## config.mk

```make
export PLATFORM = sky130hd
export DESIGN_NAME = bit_serial_alu_seq
export DESIGN_NICKNAME = d
export VERILOG_FILES = /design/src/rtl/bit_serial_alu_seq.sv
export SDC_FILE = /design/constraint.sdc
export NUM_CORES = 1
export LEC_CHECK = 0
export CAP_MARGIN = 20
export CORE_MARGIN = 2
export CORE_UTILIZATION = 45
export CTS_BUF_LIST = sky130_fd_sc_hd__clkbuf_8
export CTS_CLUSTER_DIAMETER = 30
export DETAILED_ROUTE_END_ITERATION = 8
export HOLD_SLACK_MARGIN = 0.08
export PLACE_DENSITY = 0.76
export SYNTH_ARGS = -nofsm -noshare
export SYNTH_HDL_FRONTEND = slang
export SYNTH_SLANG_ARGS = --single-unit
export TNS_END_PERCENT = 10
```

## constraint.sdc

```tcl
create_clock -name clk -period 1.6 [get_ports clk]
set_input_delay 0.24 -clock clk [delete_from_list [all_inputs] [get_ports clk]]
set_output_delay 0.24 -clock clk [all_outputs]
set_load 0.01 [all_outputs]
```

## src/rtl/bit_serial_alu_seq.sv

```systemverilog
// Bit-serial ADC/SBC ALU: one full adder processes the operands LSB first, one bit per clock.
// Result and flags become valid WIDTH cycles after start is accepted, and they hold until the next accepted start.

module full_adder (
    input  logic x,
    input  logic y,
    input  logic cin,
    output logic s,
    output logic cout
);
    assign s    = x ^ y ^ cin;
    assign cout = (x & y) | (x & cin) | (y & cin);
endmodule

module bit_serial_alu_seq #(
    parameter int WIDTH = 8
) (
    input  logic             clk,
    input  logic             rst_n,
    input  logic             start,
    input  logic             subtract,
    input  logic [WIDTH-1:0] a,
    input  logic [WIDTH-1:0] b,
    input  logic             carry_in,
    output logic             busy,
    output logic             done,
    output logic [WIDTH-1:0] result,
    output logic             carry_out,
    output logic             overflow,
    output logic             zero,
    output logic             negative
);
    localparam int CW = $clog2(WIDTH);

    typedef enum logic [1:0] {
        IDLE,
        SHIFT,
        DONE
    } state_t;

    state_t           state;
    state_t           state_nxt;
    logic [WIDTH-1:0] a_sr;
    logic [WIDTH-1:0] b_sr;
    logic [WIDTH-1:0] res_sr;
    logic             carry;
    logic             ovf;
    logic [CW-1:0]    cnt;
    logic             load;
    logic             last;
    logic             sum_bit;
    logic             carry_nxt;

    full_adder u_fa (
        .x    (a_sr[0]),
        .y    (b_sr[0]),
        .cin  (carry),
        .s    (sum_bit),
        .cout (carry_nxt)
    );

    assign last = (state == SHIFT) && (cnt == CW'(WIDTH - 1));

    always_ff @(posedge clk or negedge rst_n) begin
        if (!rst_n) begin
            state <= IDLE;
        end else begin
            state <= state_nxt;
        end
    end

    always_comb begin
        state_nxt = state;
        load      = 1'b0;
        case (state)
            IDLE: begin
                if (start) begin
                    load      = 1'b1;
                    state_nxt = SHIFT;
                end
            end
            SHIFT: begin
                if (last) begin
                    state_nxt = DONE;
                end
            end
            DONE: begin
                if (start) begin
                    load      = 1'b1;
                    state_nxt = SHIFT;
                end else begin
                    state_nxt = IDLE;
                end
            end
            default: state_nxt = IDLE;
        endcase
    end

    // The result register is not cleared on load: WIDTH shifts fully replace it,
    // so the previous result stays readable during a back-to-back DONE cycle.
    always_ff @(posedge clk or negedge rst_n) begin
        if (!rst_n) begin
            a_sr   <= '0;
            b_sr   <= '0;
            res_sr <= '0;
            carry  <= 1'b0;
            ovf    <= 1'b0;
            cnt    <= '0;
        end else if (load) begin
            a_sr  <= a;
            b_sr  <= subtract ? ~b : b;
            carry <= carry_in;
            cnt   <= '0;
        end else if (state == SHIFT) begin
            res_sr <= {sum_bit, res_sr[WIDTH-1:1]};
            a_sr   <= a_sr >> 1;
            b_sr   <= b_sr >> 1;
            carry  <= carry_nxt;
            cnt    <= cnt + CW'(1);
            if (last) begin
                ovf <= carry ^ carry_nxt;
            end
        end
    end

    assign busy      = (state == SHIFT);
    assign done      = (state == DONE);
    assign result    = res_sr;
    assign carry_out = carry;
    assign overflow  = ovf;
    assign zero      = (res_sr == '0);
    assign negative  = res_sr[WIDTH-1];
endmodule
```

==> results.json <==
{
  "vias": 1194,
  "drt_wl_total_mm": 3.015,
  "cts_tree": "yes",
  "grt_pass1_vias": 1210,
  "hold_viol": 0,
  "ys_async_sr_fraction": 1.000,
  "power_density_nw_per_um2": 1939,
  "routabilityCongestion": 0.7647,
  "clockBufferDepth": 2,
  "synth_top_area_cell": "dfrtp_1",
  "cts.sinks": 31,
  "maxCapViolations": 0,
  "synth_nets": 169,
  "drtPass1Iterations": 4,
  "yosysTopAreaCellShare": 0.5340,
  "drc_errors": 0,
  "io_pins": 35,
  "cts.htree.levels": 2,
  "drive_gt1_frac": 0.1710,
  "status": "finished with violations",
  "power_leakage_nw": 0.9423,
  "antenna_found_initial": 0,
  "instances_no_fill": 237,
  "synth-seq-cells": 31,
  "tightest_slew_ns": 0.3900,
  "syn_area_sq_um": 1453,
  "grt_usage": 0.1974,
  "syn_avg_cell_area_sq_um": 10.02,
  "yosysSeqAreaShare": 0.5340,
  "ir_worst_vdd_uv": 977.8,
  "violations": "setup timing",
  "die_area_sq_um": 3698,
  "cts_buffers": 5,
  "antenna_cells": 0,
  "io_buffer_count": 34,
  "maxSlewHeadroom": 0.7400,
  "synth_flop_cell": "dfrtp_1",
  "via_per_inst": 5.038,
  "synth_edf_count": 0,
  "cp_slowest_cell": "or4_4",
  "crit_path_cell_trace": "or4_4 -> nor2_2 -> buf_2",
  "hpwl_mm": 2.217,
  "worstSkewPairLatency_ns": 0.28,
  "ys_top_cells_by_count": "nand2_1, dfrtp_1, nor2_1",
  "drtAntennaViolNets": 0,
  "ys_types": 28,
  "placeableCoreArea_sq_um": 3053,
  "dp_slack_ns": -0.2070,
  "area_growth_pct": 37.81,
  "cp-end-kind": "output pin",
  "yosys_warnings": 0,
  "fin_crit_sh": 1.053,
  "finClkSkew_ns": 0.004417,
  "rows": 20,
  "fin_total_pwr_mw": 3.882,
  "hold_class": "primary input to asynchronous set/reset pin",
  "fin_ws_ns": -0.08497,
  "setup_viol": 1,
  "finalMaxSlewViolations": 0,
  "grt_start_max_net_pins": 32,
  "synth_area_leaders": "dfrtp_1, nand2_1, nor2_1",
  "fin_hold_ws_ns": 0.3387,
  "root_buffer": "clkbuf_8",
  "dpl.cell_count": 228,
  "critPathLaunchType": "flip-flop",
  "dieHeight_microns": 60.82,
  "synth_cells": 145,
  "cts.clk_slew.worst_paths_ns": 0.06,
  "wl_per_cell_microns": 12.72,
  "fp.dieW_microns": 60.82,
  "path_buf_inv": 1,
  "min_period_ns": 1.685,
  "gr-total-overflow": 0,
  "path_delay_family": "simple AND/OR/NAND/NOR gates",
  "nets": 216,
  "max_clock_freq_mhz": 593.5,
  "yosysMostFrequentCell": "nand2_1",
  "drtIter0Drc": 26,
  "rsz0062_at_grt": "true",
  "cp.arrival_ns": 1.44,
  "start_util": 0.4758,
  "cp.required_ns": 1.36,
  "critPathKind": "flip-flop to output pin",
  "grt_pass1_wl_mm": 5.278,
  "max_stage_delay_ns": 0.53,
  "cp_max_fo": 2,
  "tns_ns": -0.08497
}
-- power by group --
group / internal (mW) / switching [mW]
Sequential: 1.16 / 0.220
Clock: 0.386 / 0.283
Combinational: 0.940 / 0.898
Total: 2.48 / 1.40
-- cell usage in the layout (no fill, tap or decap), types with 2 or more instances in the layout --
master and n:
nand3_1 4, or4_4 2, nor2_1 12, buf_4 17
o21ai_0 2, dfrtp_1 30, ha_1 2, clkbuf_8 7
a22oi_1 3, a21oi_1 2, clkdlybuf4s50_1 30, a22o_1 4
xor2_1 4, a31oi_1 7, a221o_1 4, xnor2_1 5
nand2_1 41, dlygate4sd2_1 2
-- final timing paths --
path	startpoint	endpoint	slack, ns	depth (start not counted)
setup / recovery	result[3]$_DFFE_PN0P_	zero	-0.08	3
hold / removal	rst_n	result[0]$_DFFE_PN0P_	0.34	2
setup reg to reg	state[0]$_DFFE_PN0P_	a_sr[2]$_DFFE_PN0P_	0.21	5
hold reg to reg	cnt[0]$_DFFE_PN0P_	cnt[0]$_DFFE_PN0P_	0.51	1
max in group asynchronous	rst_n	carry_out$_DFFE_PN0P_	0.95	2
min in group clk	cnt[0]$_DFFE_PN0P_	cnt[0]$_DFFE_PN0P_	0.51	1
-- cell families after synthesis --
logic type,count (synthesis),synth area share
AO/OA/AOI/OAI,23,0.1154
XOR/XNOR,9,0.05426
adder cells (fa/ha/maj),3,0.03101
buffers and inverters,12,0.05944
flip-flops,31,0.5340
AND/OR/NAND/NOR,67,0.2059
-- cell type report --
class	count	area [sq um]
Multi-Input combinational cell	102	600.6
Timing Repair Buffer	51	462.9
Inverter	1	6.256
Tap cell	44	55.05
Sequential cell	31	777.0
Fill cell	277	1051
Clock inverter	1	3.754
Clock buffer	7	96.34
-- flip-flops by register name, summed over array words and instances, names as in the netlist --
signal,flops
a_sr,8
b_sr,8
carry_out,1
cnt,3
overflow,1
result,8
state,2
-- repair_timing --
| action | in CTS | in global routing |
|---|---|---|
| endpoints found under the hold margin | 0 | 0 |
| hold buffers | 0 | 0 |
| buffers inserted | 1 | 0 |
| endpoints found under the setup margin | 3 | 2 |
| pin swaps | 3 | 0 |
| gates resized for setup | 8 | 3 |
-- through the flow --
| step | util | area (sq um) |
|---|---|---|
| final | 0.6557 | 2002 |
| after global routing | 0.6557 | 2002 |
| after CTS | 0.6533 | 1994 |
| after detailed placement | 0.6184 | 1888 |
| after global placement | 0.6184 | 1888 |
| after floorplan | - | 1453 |
-- layer usage --
layer | part of all wire | up-vias | GRT usage | wire (microns)
li1 | - | 582 | - | -
met1 | 0.42 | 571 | 0.2311 | 1272
met2 | 0.50 | 38 | 0.3472 | 1522
met3 | 0.062 | 3 | 0.06397 | 188
met4 | 0.011 | 0 | 0.05590 | 32
met5 | 0 | - | 0 | 0
(Power assumes the default switching activity.)
